$ cat src/rtl/dmaarb_if.sv
// Bus-side signals of the DMA arbiter: 68000 handshake, slot strobe, address register
// writes and the DMA address/cycle outputs. The arbiter uses the slave modport.
interface dmaarb_if;
  logic        cyc_slot;
  logic        dreq;
  logic        bg_n;
  logic        as_n;
  logic        we_h;
  logic        we_m;
  logic        we_l;
  logic [7:0]  din;
  logic        br_n;
  logic        bgack_n;
  logic        ixdmab;
  logic [22:0] dma_addr;
  logic        dma_cyc;
  logic        dma_done;
  logic        busy;

  modport master (
    output cyc_slot, dreq, bg_n, as_n, we_h, we_m, we_l, din,
    input  br_n, bgack_n, ixdmab, dma_addr, dma_cyc, dma_done, busy
  );

  modport slave (
    input  cyc_slot, dreq, bg_n, as_n, we_h, we_m, we_l, din,
    output br_n, bgack_n, ixdmab, dma_addr, dma_cyc, dma_done, busy
  );
endinterface

$ cat src/rtl/dmaarb.sv
// DMA bus arbiter: BR/BG/BGACK handshake, fixed word bursts on bus slots, and the
// FF8609/B/D word-address counter. All outputs registered; synchronous active-low reset.
module dmaarb #(
  parameter int BURST_WORDS = 8
) (
  input  logic     clk,
  input  logic     resb,
  dmaarb_if.slave  bus
);

  typedef enum logic [2:0] {IDLE, REQ, WAITBUS, XFER, REL} state_t;

  localparam logic [7:0] LAST_WORD = 8'(BURST_WORDS - 1);

  state_t      state_q;
  logic        br_n_q;
  logic        bgack_n_q;
  logic        ixdmab_q;
  logic        cyc_q;
  logic        done_q;
  logic        busy_q;
  logic [7:0]  cnt_q;
  logic [22:0] addr_q;
  logic [22:0] addr_d;

  // Byte-register writes only land while idle; the counter advances on the edge that
  // ends each dma_cyc pulse so the address is stable for the whole pulse.
  always_comb begin
    addr_d = addr_q;
    if (state_q == IDLE) begin
      if (bus.we_h) addr_d[22:15] = bus.din;
      if (bus.we_m) addr_d[14:7]  = bus.din;
      if (bus.we_l) addr_d[6:0]   = bus.din[7:1];
    end else if (state_q == XFER && cyc_q) begin
      addr_d = addr_q + 23'd1;
    end
  end

  always_ff @(posedge clk) begin
    if (!resb) begin
      state_q   <= IDLE;
      br_n_q    <= 1'b1;
      bgack_n_q <= 1'b1;
      ixdmab_q  <= 1'b1;
      cyc_q     <= 1'b0;
      done_q    <= 1'b0;
      busy_q    <= 1'b0;
      cnt_q     <= 8'd0;
      addr_q    <= 23'd0;
    end else begin
      addr_q <= addr_d;
      cyc_q  <= 1'b0;
      done_q <= 1'b0;
      case (state_q)
        IDLE: begin
          if (bus.dreq) begin
            state_q <= REQ;
            br_n_q  <= 1'b0;
            busy_q  <= 1'b1;
          end
        end
        REQ: begin
          if (!bus.bg_n) begin
            state_q <= WAITBUS;
          end else if (!bus.dreq) begin
            state_q <= IDLE;
            br_n_q  <= 1'b1;
            busy_q  <= 1'b0;
          end
        end
        WAITBUS: begin
          // Take the bus only once the current CPU cycle has finished.
          if (!bus.bg_n && bus.as_n) begin
            state_q   <= XFER;
            bgack_n_q <= 1'b0;
            br_n_q    <= 1'b1;
            ixdmab_q  <= 1'b0;
          end
        end
        XFER: begin
          if (cyc_q) begin
            cnt_q <= cnt_q + 8'd1;
            if (cnt_q == LAST_WORD) begin
              state_q   <= REL;
              bgack_n_q <= 1'b1;
              ixdmab_q  <= 1'b1;
              done_q    <= 1'b1;
            end
          end else if (bus.cyc_slot) begin
            cyc_q <= 1'b1;
          end
        end
        REL: begin
          state_q <= IDLE;
          cnt_q   <= 8'd0;
          busy_q  <= 1'b0;
        end
        default: state_q <= IDLE;
      endcase
    end
  end

  assign bus.br_n     = br_n_q;
  assign bus.bgack_n  = bgack_n_q;
  assign bus.ixdmab   = ixdmab_q;
  assign bus.dma_addr = addr_q;
  assign bus.dma_cyc  = cyc_q;
  assign bus.dma_done = done_q;
  assign bus.busy     = busy_q;

endmodule

$ cat src/flat_wrapper.sv
// flat-port wrapper written by rule: the top's interface ports become plain ports
module dmaarb_flat 
#(
  parameter int BURST_WORDS = 8
)
  (clk, resb, bus_cyc_slot, bus_dreq, bus_bg_n, bus_as_n, bus_we_h, bus_we_m, bus_we_l, bus_din, bus_br_n, bus_bgack_n, bus_ixdmab, bus_dma_addr, bus_dma_cyc, bus_dma_done, bus_busy);
  dmaarb_if bus_i ();
  input  logic clk;
  input  logic resb;
  input wire logic [$bits(bus_i.cyc_slot)-1:0] bus_cyc_slot;
  input wire logic [$bits(bus_i.dreq)-1:0] bus_dreq;
  input wire logic [$bits(bus_i.bg_n)-1:0] bus_bg_n;
  input wire logic [$bits(bus_i.as_n)-1:0] bus_as_n;
  input wire logic [$bits(bus_i.we_h)-1:0] bus_we_h;
  input wire logic [$bits(bus_i.we_m)-1:0] bus_we_m;
  input wire logic [$bits(bus_i.we_l)-1:0] bus_we_l;
  input wire logic [$bits(bus_i.din)-1:0] bus_din;
  output wire logic [$bits(bus_i.br_n)-1:0] bus_br_n;
  output wire logic [$bits(bus_i.bgack_n)-1:0] bus_bgack_n;
  output wire logic [$bits(bus_i.ixdmab)-1:0] bus_ixdmab;
  output wire logic [$bits(bus_i.dma_addr)-1:0] bus_dma_addr;
  output wire logic [$bits(bus_i.dma_cyc)-1:0] bus_dma_cyc;
  output wire logic [$bits(bus_i.dma_done)-1:0] bus_dma_done;
  output wire logic [$bits(bus_i.busy)-1:0] bus_busy;
  assign bus_i.cyc_slot = bus_cyc_slot;
  assign bus_i.dreq = bus_dreq;
  assign bus_i.bg_n = bus_bg_n;
  assign bus_i.as_n = bus_as_n;
  assign bus_i.we_h = bus_we_h;
  assign bus_i.we_m = bus_we_m;
  assign bus_i.we_l = bus_we_l;
  assign bus_i.din = bus_din;
  assign bus_br_n = bus_i.br_n;
  assign bus_bgack_n = bus_i.bgack_n;
  assign bus_ixdmab = bus_i.ixdmab;
  assign bus_dma_addr = bus_i.dma_addr;
  assign bus_dma_cyc = bus_i.dma_cyc;
  assign bus_dma_done = bus_i.dma_done;
  assign bus_busy = bus_i.busy;
  dmaarb #(.BURST_WORDS(BURST_WORDS)) u_core (.clk(clk), .resb(resb), .bus(bus_i));
endmodule
$ cat config.mk
export PLATFORM = sky130hd
export DESIGN_NAME = dmaarb_flat
export DESIGN_NICKNAME = d
export VERILOG_FILES = /design/src/rtl/dmaarb_if.sv /design/src/rtl/dmaarb.sv /design/src/flat_wrapper.sv
export SDC_FILE = /design/constraint.sdc
export NUM_CORES = 1
export LEC_CHECK = 0
export BUFFER_PORTS_ARGS = -buffer_cell sky130_fd_sc_hd__clkbuf_2
export CAP_MARGIN = 10
export CORE_MARGIN = 8
export CORE_UTILIZATION = 55
export DETAILED_ROUTE_END_ITERATION = 6
export PLACE_DENSITY_LB_ADDON = 0.15
export SYNTH_ARGS = -nofsm -noshare
export SYNTH_HDL_FRONTEND = slang
export SYNTH_SLANG_ARGS = --single-unit
$ cat constraint.sdc
create_clock -name clk -period 2.7 [get_ports clk]
set_input_delay 0.81 -clock clk [delete_from_list [all_inputs] [get_ports clk]]
set_output_delay 0.81 -clock clk [all_outputs]
set_load 0.03 [all_outputs]
Word-level counts from Yosys, hierarchy flattened
Cells that the tools add are included.

$add $sub $neg: 2. Equality and inequality tests: 15. Muxes and demuxes: 29. Bitwise logic cells: 2. Reduce and logical (&&, ||, !) cells: 19.

Operator list (number): $mux W23 (2); $mux W8 (3); $add A23 B1 Y23 const B (1); $mux W3 (6); $pmux W8 S2 (1); $ne A2 B2 Y1 const B (7); $mux W1 (12); $pmux W3 S4 (1); $reduce_and A5 Y1 (2); $add A8 B1 Y8 const B (1); $eq A8 B3 Y1 const B (1); $reduce_and A2 Y1 (4); $reduce_and A4 Y1 (2); $mux W7 (1); $eq A3 B2 Y1 const B (2); $pmux W1 S3 (2); $reduce_bool A2 Y1 (3); $reduce_bool A3 Y1 (2); $ne A2 B1 Y1 const B (2); $eq A3 B1 Y1 const B (1); $eq A3 B3 Y1 const B (1); $logic_not A3 Y1 (1); $ne A3 B3 Y1 const B (1); $reduce_and A3 Y1 (1); other kinds (5) (7).

Register bits after elaboration: 39. Word-level logic and storage cells: 77.

Longest topological paths before layout
Depth in word-level cells: 4. Mapped depth: 8. Gate-level depth less buffers: 6.

Least setup slack after synthesis
OpenSTA, ideal clock, no wires.

Path type: flip-flop to flip-flop. From: register u_core.addr_q[0] (netlist: u_core.bus.dma_addr[0]). To: register u_core.addr_q[22] (netlist: u_core.bus.dma_addr[22]). Library setup time: 0.074 ns. Arrival time: 2.056 ns. Data required time: 2.626 ns. Slack: 0.569 ns. Stages on the path, launching flop included: 7. Path buffers: 0. Clock period less this slack: 2.131 ns. Cell sequence: dfxtp_1 > ha_1 > nand2_1 > nor4_4 > nand4_1 > or4_1 > a31oi_1.

Word-level cells in the longest chain between the ends: 3.

Ends and longest elaborated chain: start: declaration (line dmaarb.sv:23) `logic [22:0] addr_q;`; start signal: assignment (line dmaarb.sv:51) `addr_q <= addr_d;`; $add A23 B1 Y23 (line dmaarb.sv:35) `addr_d = addr_q + 23'd1;`; $mux W23 (line dmaarb.sv:34) `end else if (state_q == XFER && cyc_q) begin`; $mux W23 (line dmaarb.sv:30) `if (state_q == IDLE) begin`.

Every way passes these cells. The select of a mux whose other input is x is not followed. A chain may end at the register's enable or synchronous reset.

Final worst setup path
From: register u_core.state_q[2]. To: register u_core.addr_q[22] (netlist: u_core.bus.dma_addr[22]).

Word-level cells in the longest chain between the ends: 4.

Ends and longest elaborated chain: start: declaration (line dmaarb.sv:15) `state_t state_q;`; start signal: assignment (line dmaarb.sv:41) `state_q <= IDLE;`; start signal: assignment (line dmaarb.sv:57) `state_q <= REQ;`; start signal: assignment (line dmaarb.sv:64) `state_q <= WAITBUS;`; $eq A3 B2 Y1 (line dmaarb.sv:34); $logic_and A1 B1 Y1 (line dmaarb.sv:34); $reduce_bool A2 Y1 (no line); $reduce_and A2 Y1 (no line).

Parallel ways exist; a longest one is shown, timed or not.

==> metrics <==
adder-cell share of the synthesized area 1.11%; Clk Latency, worst-skew pair 0.29 ns; most common cell after layout, fill and taps aside clkbuf_2; Pwr Density 644 nW/um^2; setup slack, reg-to-reg 0.52 ns; Final Cell Area 2590 sq um; hold_ws 0.508 ns; min-delay src u_core.bus.dma_addr[10]; CTS H-tree lvls 2; gr ovfl total 0; clock skew 0.00684 ns; via count 2,348; clock buffer depth 2; vias in the first global route 2,120; worst setup path startpoint u_core.state_q[2]; library cells used by synthesis 57; fmax between 400 and 500 MHz; Die Area 6390 sq um; reg2reg start u_core.state_q[2]; Async S/R FF share, synth 0%; crit-path cells and4b_1 > a21oi_1 > and2_0 > a31oi_1 > a31oi_1; mux cell area share after synthesis 0.946%; Iteration-0 DRC Markers ~220; drt via density just over 6; Reg clk slew, reported paths 0.08 ns; Worst setup EP type register; CTS Root Cell clkbuf_8; reg2reg path depth 5; DRC viols 0; Final HPWL DP 4360 microns; Total Wirelength 6010 microns; CTS tree built; input/output buffers between 40 and 50; Gate Count Post-Synth 296; placed cell areas 2510 sq um; Yosys top cell area share 34.7%; area grow syn2layout 15.4%; drt first pass iters 4; average cell area after synthesis 7.60 sq um; RSZ-0062 raised after global routing no; ant diodes 0; Core Box Area 3970 sq um; most frequent cells in the layout 45 x clkbuf_2, 39 x dfxtp_1, 38 x nand2_1; routability cong. 0.837; # Max-Cap Violations 0; slew margin rel. 46.7%; Worst path slowest cell dfxtp_1; Worst Path Arrival 2.40 ns; status finished clean; Std-Cell Rows 23; Synth Area in Simple Gates a little under a third; Avg WL per Cell between 15 and 20 microns; initial antenna violation count 0; first-pass GRT wire length 9970 microns; Chip Height 79.9 microns; Final nets between 300 and 400; Yosys warning count 0; worst slew pin tran 0.799 ns; clock buffer count from CTS 5; register bit total from synthesis 39; Mapped Nets 315; crit path buf inv count 0; kind of critical path reg2reg; Synth Flop Type dfxtp_1; Synth Area in XOR/XNOR under 10%; TNS Setup 0 ns; Netlist Area Pre-Place ~2200 sq um; combinational family with the most area after synthesis simple AND/OR/NAND/NOR gates; Worst Path Max Fanout 17; largest net degree at the start of global routing 35; RR Endpoint u_core.bus.dma_addr[22]; hold_buf cts 0; GRT Total Usage 19.1%; Final Hold Vio Count 0; WHS Endpoint u_core.bus.dma_addr[10]; compound-cell area share of the yosys netlist roughly a quarter; Min Clock Period, post-route 2.18 ns; Seq/Total Area, Yosys around a third; PostCTS Resize Cnt 0; CP Launch Type register; Slew Limit Fails 0; slowest stage delay, CP 0.66 ns; crit share post-route 80.8%; Post-CTS Setup Inserts 0; Required @ worst endpoint 2.92 ns; Final ANT Viol Nets 0; worst vdd ir 0.363 mV; Initial Utilization 56.6%; number of flops mapped to enable cells by yosys 0; WHS Path Cells 2; share of cells above drive strength 1 20.8%; Crit path max-delay family compound AO/OA/AOI/OAI gates; area leader, netlist dfxtp_1; CP most frequent cell a31oi_1; DIE WIDTH 79.9 microns; I/O Pins 46; top post-synthesis cells by area dfxtp_1 35%, nand2_1 6.3%, a21oi_1 6.2%; Leak 1.03 nW; # setup viols final 0; Hold Crit Class reg2reg; Clock Sinks 39
[kinds of logic (layout without fill, tap and decap cells)]
family / count (synthesis) / in the layout
DFF: 39 / 39
AOI/OAI and AO/OA: 91 / 91
xor gates and xnor gates: 7 / 7
adders and majority gates: 2 / 2
and+or+nand+nor: 132 / 132
buffers and inverters: 23 / 63
muxes: 2 / 2
[sequential cells by signal (all words and copies together) (netlist names)]
| signal | count |
|---|---|
| u_core.bus.dma_addr | 23 |
| u_core.cnt_q | 8 |
| u_core.state_q | 3 |
| u_core.bus.bgack_n | 1 |
| u_core.bus.br_n | 1 |
| u_core.bus.busy | 1 |
| u_core.bus.dma_cyc | 1 |
| u_core.bus.dma_done | 1 |
[Yosys cell counts (2+ instances only)]
cell type / number
nor3_1: 5
dfxtp_1: 39
nand3_1: 14
nand2_1: 38
inv_1: 3
o22ai_1: 6
clkbuf_1: 17
o21ai_0: 20
or3_1: 3
o41a_1: 2
nand4_1: 9
and3_1: 4
o21a_1: 2
ha_1: 2
a211oi_1: 6
a32o_1: 2
a22oi_1: 2
nor4_1: 4
nor3b_1: 2
o31a_1: 4
a31oi_1: 5
a21oi_1: 28
or3b_2: 3
nor2_1: 34
nor2b_1: 3
xor2_1: 6
a21o_1: 3
[how the worst max path moves through the flow]
| stage | endpoint | slack [ns] | cells past startpoint |
|---|---|---|---|
| 3_5_place_dp | u_core.bus.dma_addr[11] | 0.57 | 7 |
| 2_1_floorplan | u_core.bus.dma_addr[22] | 0.57 | 6 |
| 5_1_grt | u_core.bus.dma_addr[22] | 0.35 | 5 |
| 3_3_place_gp | u_core.bus.dma_addr[22] | 0.58 | 5 |
| 4_1_cts | u_core.bus.dma_addr[22] | 0.54 | 5 |
| 6_report | u_core.bus.dma_addr[22] | 0.52 | 5 |
[power by group]
part           switching (W)  total, W  internal [W]
clock               0.000209  0.000385      0.000177
combinational       0.000366  0.000552      0.000186
sequential         0.0000964  0.000732      0.000635
[final cells by class]
class,count,area (sq um)
clock buffer,5,68.8
sequential,39,781
fill,362,1380
clock inverter,3,15.0
inverter,4,15.0
multi-input combinational,234,1380
tap,50,62.6
timing repair buffer,51,270
[worst reg2reg max path: cells and delay by family (launching register included)]
family,cells,cell delay (ns)
AO/OA/AOI/OAI,3,0.88
flip-flops,1,0.66
AND/OR/NAND/NOR,2,0.57
[through the flow]
stage          total power (W)  util, %  setup slack (ns)  cells
2_1_floorplan          0.00114        -             0.569    296
3_3_place_gp           0.00129     63.2             0.580    378
3_5_place_dp           0.00129     63.2             0.565    378
4_1_cts                0.00168     65.3             0.540    386
5_1_grt                0.00178     65.3             0.349    386
6_report               0.00167     65.3             0.518    386
[per-layer routing]
layer / share of wire, % / GRT usage (%) / vias to the layer above
met1: 45 / 26.1 / 1083
met5: 0 / 0 / -
li1: - / - / 1179
met3: 8.5 / 4.73 / 7
met2: 45 / 28.5 / 79
met4: 1.1 / 6.36 / 0
No activity file was read; power rests on OpenSTA's default activity.
